[config.mk]
export PLATFORM = sky130hd
export DESIGN_NAME = count_up_down_mod
export DESIGN_NICKNAME = d
export VERILOG_FILES = /design/src/rtl/counter_pkg.sv /design/src/rtl/tick_gen.sv /design/src/rtl/count_up_down_mod.sv
export SDC_FILE = /design/constraint.sdc
export NUM_CORES = 1
export LEC_CHECK = 0
export BUFFER_PORTS_ARGS = -buffer_cell sky130_fd_sc_hd__clkbuf_2
export CAP_MARGIN = 5
export CORE_MARGIN = 4
export CORE_UTILIZATION = 49
export DETAILED_ROUTE_END_ITERATION = 7
export PLACE_DENSITY = 0.89
export SYNTH_ARGS = -nofsm -noshare
export SYNTH_HDL_FRONTEND = slang
export SYNTH_SLANG_ARGS = --single-unit
[constraint.sdc]
create_clock -name clk -period 2.29 [get_ports clk]
set_input_delay 0.1145 -clock clk [delete_from_list [all_inputs] [get_ports clk]]
set_output_delay 0.1145 -clock clk [all_outputs]
set_load 0.005 [all_outputs]
[src/rtl/counter_pkg.sv]
`default_nettype none
// ============================================================================
// Module      : counter_pkg
// Description : Shared types and constants for count_up_down_mod: the
//               overflow-mode encoding and its width.
// Revision    : 1.0 - initial release
// ============================================================================
package counter_pkg;

    localparam int MODE_W = 2;

    typedef logic [MODE_W-1:0] mode_t;

    // Encoding 2'b11 is not listed and behaves as wrap.
    localparam mode_t MODE_WRAP    = 2'b00;
    localparam mode_t MODE_SAT     = 2'b01;
    localparam mode_t MODE_ONESHOT = 2'b10;

endpackage : counter_pkg
`default_nettype wire

[src/rtl/tick_gen.sv]
`default_nettype none
// ============================================================================
// Module      : tick_gen
// Description : Prescaler. Counts enabled, non-cleared cycles from 0 to
//               PRESCALE-1 and emits a single-cycle tick on the last one.
// Ports       : clk  - clock
//               rst  - synchronous active-high reset
//               en   - advance the prescaler this cycle
//               clr  - restart the interval (takes priority over en)
//               tick - combinational, high on the cycle that completes it
// Revision    : 1.0 - initial release
// ============================================================================
module tick_gen #(
    parameter int PRESCALE = 1
) (
    input  logic clk,
    input  logic rst,
    input  logic en,
    input  logic clr,
    output logic tick
);

    localparam int            c_CW   = (PRESCALE > 1) ? $clog2(PRESCALE) : 1;
    localparam logic [c_CW-1:0] c_LAST = c_CW'(PRESCALE - 1);

    logic [c_CW-1:0] r_cnt;
    logic            w_last;

    assign w_last = (r_cnt == c_LAST);
    assign tick   = en && !clr && w_last;

    // With PRESCALE=1 c_LAST is 0, so r_cnt never leaves 0 and every
    // enabled cycle ticks.
    always_ff @(posedge clk) begin
        if (rst || clr) begin
            r_cnt <= '0;
        end else if (en) begin
            r_cnt <= w_last ? '0 : r_cnt + c_CW'(1);
        end
    end

endmodule : tick_gen
`default_nettype wire

[src/rtl/count_up_down_mod.sv]
`default_nettype none
// ============================================================================
// Module      : count_up_down_mod
// Description : Up/down counter over 0..MOD_MAX with programmable step,
//               prescaler and overflow mode (wrap, saturate, one-shot).
// Ports       : clk, rst       - clock, synchronous active-high reset
//               en             - count enable (gates the prescaler)
//               up_not_down    - 1 = up, 0 = down
//               load, data     - load count with min(data, MOD_MAX)
//               step           - amount per tick, clamped to MOD_MAX
//               mode           - overflow behaviour (counter_pkg encoding)
//               count          - registered count
//               tc             - 1-cycle pulse when the last tick crossed a bound
//               done           - sticky, one-shot stopped at a bound
// Revision    : 1.0 - initial release
// ============================================================================
module count_up_down_mod
    import counter_pkg::*;
#(
    parameter int WIDTH    = 8,
    parameter int MOD_MAX  = 255,
    parameter int PRESCALE = 1
) (
    input  logic             clk,
    input  logic             rst,
    input  logic             en,
    input  logic             up_not_down,
    input  logic             load,
    input  logic [WIDTH-1:0] data,
    input  logic [WIDTH-1:0] step,
    input  mode_t            mode,
    output logic [WIDTH-1:0] count,
    output logic             tc,
    output logic             done
);

    localparam logic [WIDTH-1:0] c_MODW = MOD_MAX[WIDTH-1:0];
    localparam logic [WIDTH:0]   c_MOD  = {1'b0, c_MODW};

    logic [WIDTH-1:0] r_count;
    logic             r_tc;
    logic             r_done;

    logic             w_tick;
    logic [WIDTH-1:0] w_stp;
    logic [WIDTH-1:0] w_load_val;
    logic [WIDTH:0]   w_sum;
    logic             w_over;
    logic             w_under;
    logic             w_hold;
    logic             w_oneshot;
    logic [WIDTH-1:0] w_wrap_up;
    logic [WIDTH-1:0] w_wrap_dn;
    logic [WIDTH-1:0] w_count_nxt;
    logic             w_tc_nxt;
    logic             w_done_nxt;

    tick_gen #(
        .PRESCALE (PRESCALE)
    ) u_tick_gen (
        .clk  (clk),
        .rst  (rst),
        .en   (en),
        .clr  (load),
        .tick (w_tick)
    );

    assign w_stp      = ({1'b0, step} > c_MOD) ? c_MODW : step;
    assign w_load_val = ({1'b0, data} > c_MOD) ? c_MODW : data;

    // One extra bit so the up-overflow test cannot alias.
    assign w_sum   = {1'b0, r_count} + {1'b0, w_stp};
    assign w_over  = (w_sum > c_MOD);
    assign w_under = (w_stp > r_count);

    // Both wrapped results lie in 0..MOD_MAX, so modulo-2**WIDTH arithmetic
    // yields the exact value without needing the carry bit.
    assign w_wrap_up = r_count + w_stp - c_MODW - WIDTH'(1);
    assign w_wrap_dn = r_count + c_MODW + WIDTH'(1) - w_stp;

    assign w_oneshot = (mode == MODE_ONESHOT);
    assign w_hold    = (mode == MODE_SAT) || w_oneshot;

    always_comb begin
        w_count_nxt = r_count;
        w_tc_nxt    = 1'b0;
        w_done_nxt  = r_done;
        if (load) begin
            w_count_nxt = w_load_val;
            w_done_nxt  = 1'b0;
        end else if (w_tick && !r_done && (w_stp != '0)) begin
            if (up_not_down) begin
                if (w_over) begin
                    w_tc_nxt    = 1'b1;
                    w_count_nxt = w_hold ? c_MODW : w_wrap_up;
                    w_done_nxt  = w_oneshot;
                end else begin
                    w_count_nxt = w_sum[WIDTH-1:0];
                end
            end else begin
                if (w_under) begin
                    w_tc_nxt    = 1'b1;
                    w_count_nxt = w_hold ? '0 : w_wrap_dn;
                    w_done_nxt  = w_oneshot;
                end else begin
                    w_count_nxt = r_count - w_stp;
                end
            end
        end
    end

    always_ff @(posedge clk) begin
        if (rst) begin
            r_count <= '0;
            r_tc    <= 1'b0;
            r_done  <= 1'b0;
        end else begin
            r_count <= w_count_nxt;
            r_tc    <= w_tc_nxt;
            r_done  <= w_done_nxt;
        end
    end

    assign count = r_count;
    assign tc    = r_tc;
    assign done  = r_done;

endmodule : count_up_down_mod
`default_nettype wire

* After elaboration in Yosys (flattened, before gate mapping) *
Index checks and enable logic that the tools add are counted.

storage, ports and cells
  register bits = 11
  bits of input ports = 23
  output and inout bits = 10
  logic and storage cells = 48

cells by class
  add/subtract/negate cells = 9
  magnitude comparators = 2
  eq/ne operators = 3
  multiplexer cells = 14
  bitwise operators = 2
  reduce and logical (&&, ||, !) cells = 14

operators with widths
  kind                   count
  $mux W8                7
  $sub A8 B8 Y8          2
  $add A8 B8 Y9          1
  $gt A9 B8 Y1 const B   1
  $add A8 B1 Y8 const B  1
  $add A8 B8 Y8          1
  $add A8 B8 Y8 const B  1
  $gt A8 B8 Y1           1
  $reduce_bool A8 Y1     1
  $sub A8 B1 Y8 const B  1
  $sub A8 B8 Y8 const B  1
  $mux W1                7
  $logic_and A1 B1 Y1    4
  $reduce_bool A2 Y1     2
  $reduce_and A3 Y1      1
  $reduce_or A3 Y1       1
  $eq A2 B1 Y1 const B   1
  $eq A2 B2 Y1 const B   1
  $logic_not A1 Y1       2
  $logic_or A1 B1 Y1     2
  $ne A2 B1 Y1 const B   1
  $not A1 Y1             2
  $reduce_or A2 Y1       1
  $add A1 B1 Y1 const B  1

* Logic depth before layout (Yosys ltp) *
  depth after elaboration = 8
  mapped depth = 9

* Cells and area by module *
From an unflattened synthesis, not the netlist that was laid out.

second synthesis, totals
  cell total of the unflattened synthesis = 189
  area total of the unflattened synthesis = 1380.1 sq um

modules (own cells, without submodules)
  module             times used  cells each  area each (sq um)
  count_up_down_mod  1           188         1366.3
  tick_gen           1           1           13.8

* Least setup slack after synthesis *
Ideal clock, no wire load.

  path kind = register to register
  from = register r_count[0], in the netlist count[0]
  to = register r_done, in the netlist done
  library setup time = 0.117 ns
  data arrival time = 2.056 ns
  setup slack = 0.117 ns
  cell stages (with the launch flop) = 9
  path buffers = 0
  period minus slack after synthesis = 2.173 ns
  cells stage by stage = dfxtp_1 -> ha_1 -> fa_1 -> nor2b_2 -> o21a_1 -> o311a_1 -> a31o_1 -> and3_4 -> a22o_1

on the way
  word-level cells in the longest chain between the ends = 4
  elaborated cells on any way between the ends = 6
  classes of those cells = 1 x add/sub; 2 x order compare; 1 x eq/ne; 2 x reduce/logical

RTL lines
  item                           line                      text
  start: declaration             count_up_down_mod.sv:40   logic [WIDTH-1:0] r_count;
  start signal: assignment       count_up_down_mod.sv:118  r_count <= w_count_nxt;
  $add A8 B8 Y9                  count_up_down_mod.sv:72   assign w_sum = {1'b0, r_count} + {1'b0, w_stp};
  $gt A9 B8 Y1                   count_up_down_mod.sv:73   assign w_over = (w_sum > c_MOD);
  $ne A2 B1 Y1 (no line)         --
  $reduce_and A3 Y1 (no line) *  --
  end signal: assignment         count_up_down_mod.sv:120  r_done <= w_done_nxt;
  end: declaration               count_up_down_mod.sv:42   logic r_done;

Mark *: on every way between the ends. The rest lies on a longest branch, timed or not.
A chain may end at the register's enable or synchronous reset.

* Final worst setup path *
  from = register r_count[0], in the netlist count[0]
  to = register r_count[6], in the netlist count[6]

on the way
  word-level cells in the longest chain between the ends = 8
  elaborated cells on any way between the ends = 17
  classes of those cells = 8 x add/sub; 2 x order compare; 7 x mux

RTL lines
  item                                                   line                                               text
  $add A8 B8 Y8, on equally long branches                count_up_down_mod.sv:79, count_up_down_mod.sv:78
  $add A8 B1 Y8 / $sub A8 B8 Y8 (equally long branches)  count_up_down_mod.sv:79, count_up_down_mod.sv:78
  $sub A8 B8 Y8 / $sub A8 B1 Y8 (equally long branches)  count_up_down_mod.sv:79, count_up_down_mod.sv:78
  $mux W8, on equally long branches                      count_up_down_mod.sv:103, count_up_down_mod.sv:95
  $mux W8, on equally long branches                      count_up_down_mod.sv:101, count_up_down_mod.sv:93
  $mux W8 *                                              count_up_down_mod.sv:92                            if (up_not_down) begin
  $mux W8 *                                              count_up_down_mod.sv:91                            end else if (w_tick && !r_done && (w_stp != '0)) begin
  $mux W8 *                                              count_up_down_mod.sv:88                            if (load) begin

Mark *: on every way between the ends. The rest lies on a longest branch, timed or not. The select of a mux whose other input is x is not followed.

==> summary.txt <==
Yosys
  • Post-synthesis cell area: 1396 µm²
  • Synth Register Bits: 10
  • Area contributors post-synth: ha_1, dfxtp_1, a21oi_1, inv_1, o21ai_0
  • Number of library cell types mapped by synthesis: 49
  • Synth top area share: 0.1523
  • Yosys warns: 0
  • Synth Instances: 175
  • Syn Nets: 217
  • Post-synthesis async set-or-reset flop share: 0
  • Average size of a mapped cell: 7.979 µm²
  • Top cell type by total area after synthesis: ha_1
  • Register area share after synthesis: 0.1434
  • Number of flops mapped to enable cells by yosys: 0
  • Main flop type after synthesis: dfxtp_1

Status
  • Outcome: completed

Timing
  • Worst hold slack: 0.09122 ns
  • Post-route minimum period: 2.226 ns
  • Achievable Freq: 0.4493 GHz
  • Final WS setup: 0.06414 ns
  • Setup TNS: 0 ns
  • Worst-Margin Slew: 0.5075 ns
  • Final slew viol count: 0
  • Clock skew: 0.003003 ns
  • Period utilization: 0.9720
  • Hold Vio Cnt, Final: 0
  • # setup viols final: 0
  • Relative slew margins: 0.6617

Place
  • Placed instance area: 1632 µm²
  • HPWL Detailed: 3136 µm
  • Pre-CTS setup slack: 0.02825 ns
  • Port Buf Inserts: 32
  • GP Congestion: 1.005

Setup path
  • Largest stage delay, worst path: 0.36 ns
  • Crit end category: flop
  • Worst Path Max Fanout: 4
  • Crit Path Category: reg -> reg
  • Crit path buf inv count: 0
  • CP top delay family: compound AO/OA/AOI/OAI gates
  • CP Data Required Time: 2.44 ns
  • CP max stage cell: fa_2
  • Nature of the critical path startpoint: flop
  • Crit path DAT: 2.38 ns
  • Worst R2R Setup Slack: 0.06 ns
  • Most common cell on crit path: a211oi_1
  • Worst path cell trace: ha_2 -> fa_2 -> nor2b_2 -> o21ba_2 -> o21bai_1 -> mux2_2 -> a211oi_1 -> a211oi_1

Power and ir drop
  • P_sw: 301.7 µW
  • Comb power frac: 0.527
  • Static leakage: 0.0007936 µW
  • Peak VDD IR: 0.4201 mV
  • Register share of total power: 0.264
  • Switching share of total power: 0.3887
  • PwrDens: 451.7 nW/µm²
  • Pint: 474.4 µW
  • Clk pwr share: 0.209

Job
  • Max-capacitance violation count: 0

Clock tree
  • # Post-CTS Setup Buffers: 0
  • H-tree Lvls: 1
  • Clock slew seen by the registers of the worst setup and hold paths: 0.07 ns
  • TritonCTS sink count: 10
  • Clock latency on the worst-skew pair: 0.27 ns
  • TritonCTS clock tree: yes
  • Clock root buffer: clkbuf_4
  • Max clock buf depth: 2
  • CTS buffer count: 3

Drt
  • DR DRC count: 0
  • Routed wire per std cell: 16.44 µm
  • Routed wire length: 4078 µm
  • Vias per cell: 5.968
  • Detailed Route Iter0 Violations: 98
  • First-pass DRT Iterations: 4
  • Post-route ant nets: 0
  • Vias: 1480

Final layout
  • Util after Layout: 0.6284
  • Fillers: 241
  • Commonest cells after routing, fill and taps aside: clkbuf_2, inv_1, nor2_1, a21oi_1, ha_1
  • Post-route cell area: 1718 µm²
  • Area of the multi-input gates: 1119 µm²
  • Share of layout cells above drive strength 1: 0.3364
  • Layout Nets: 260
  • Storage cell area: 202.7 µm²
  • # diodes: 0
  • Synthesis-to-finish area growth: 23.03%
  • Commonest non-fill, non-tap cell in the layout: clkbuf_2

GRT
  • Initial antenna violation count: 0
  • First-pass GRT wire length: 6023 µm
  • Vias in the first global route: 1308
  • Pin count of the biggest net entering global routing: 19
  • Grt total ovfl: 0
  • Total GRT Usage: 0.2145

Floorplan
  • Die height: 61.38 µm
  • Core ar.: 2734 µm²
  • Die width: 61.38 µm
  • Cell Rows: 19
  • I/O pins: 33
  • Initial Util: 0.5108
  • Die Area: 3768 µm²

Min path
  • Tightest Hold Check Type: in -> reg
worst register-to-register path: cells and delay by family (launching register included):
family / cells / cell delay (ns)
adders and majority gates: 2 / 0.54
AOI/OAI and AO/OA: 4 / 0.70
DFF: 1 / 0.34
and+or+nand+nor: 1 / 0.16
muxes: 1 / 0.36
power groups by stage:
stage / clock [µW] / sequential, µW / combinational, µW
finish: 162 / 205 / 409
global route: 170 / 207 / 446
CTS: 161 / 203 / 387
detailed placement: 0 / 207 / 383
global placement: 0 / 206 / 372
floorplan: 0 / 205 / 267
kinds of logic after synthesis:
kind of cell / synth area share
AO/OA/AOI/OAI: 0.3486
XOR/XNOR: 0.02509
adder cells (fa/ha/maj): 0.1810
buffers and inverters: 0.08961
flip-flops: 0.1434
multiplexers: 0.008064
AND/OR/NAND/NOR: 0.2043
path summary, 6_finish.rpt:
| path | endpoint | cells past startpoint | startpoint |
|---|---|---|---|
| worst min-delay path | count[1]$_SDFFE_PP0P_ | 3 | data[1] |
| worst max-delay path | count[6]$_SDFFE_PP0P_ | 8 | count[0]$_SDFFE_PP0P_ |
| worst min register to register | done$_SDFFE_PP0P_ | 1 | done$_SDFFE_PP0P_ |
| worst max register to register | count[6]$_SDFFE_PP0P_ | 8 | count[0]$_SDFFE_PP0P_ |
synth_stat cells (2+ instances only):
cell	instances
nor2b_2	2
nor4_1	2
xnor2_1	3
or3_1	2
clkbuf_1	2
inv_1	19
nand2b_1	5
nor3_1	4
o21a_1	5
ha_1	17
o22ai_1	3
nor3b_1	3
o21ai_0	12
nor2b_1	4
nand2_1	3
nand3b_1	2
a211oi_1	5
clkbuf_8	2
nor2_1	16
dfxtp_1	10
a21oi_1	16
fa_1	2
o311a_1	3
a31oi_1	4
a221oi_2	2
o21ai_1	4
metrics by stage:
step	power [µW]	std cells
after floorplan	471.6	175
after global placement	577.7	244
after detailed placement	589.9	244
after CTS	750.8	248
after global routing	822.8	248
final	776.0	248
per-layer routing:
metal / global-route usage / vias to the layer above / wire [µm]
li1: - / 724 / -
met1: 0.2803 / 688 / 1689
met2: 0.3701 / 60 / 2082
met3: 0.03354 / 8 / 231
met4: 0.05152 / 0 / 74
met5: 0 / - / 0
timing repair:
item | CTS | global route
endpoints found under the setup margin | 0 | 8
hold buffers | 0 | 0
gates resized for setup | 0 | 11
cell type report:
class,instances,share of cell area
Inverter,19,0.04151
Clock buffer,4,0.02112
Sequential cell,10,0.1180
Multi-Input combinational cell,140,0.6511
Tap cell,31,0.02258
Timing Repair Buffer,44,0.1457
flip-flops by register name, summed over array words and instances (netlist names):
signal  cells
tc          1
count       8
done        1
No activity file was read; power rests on OpenSTA's default activity.
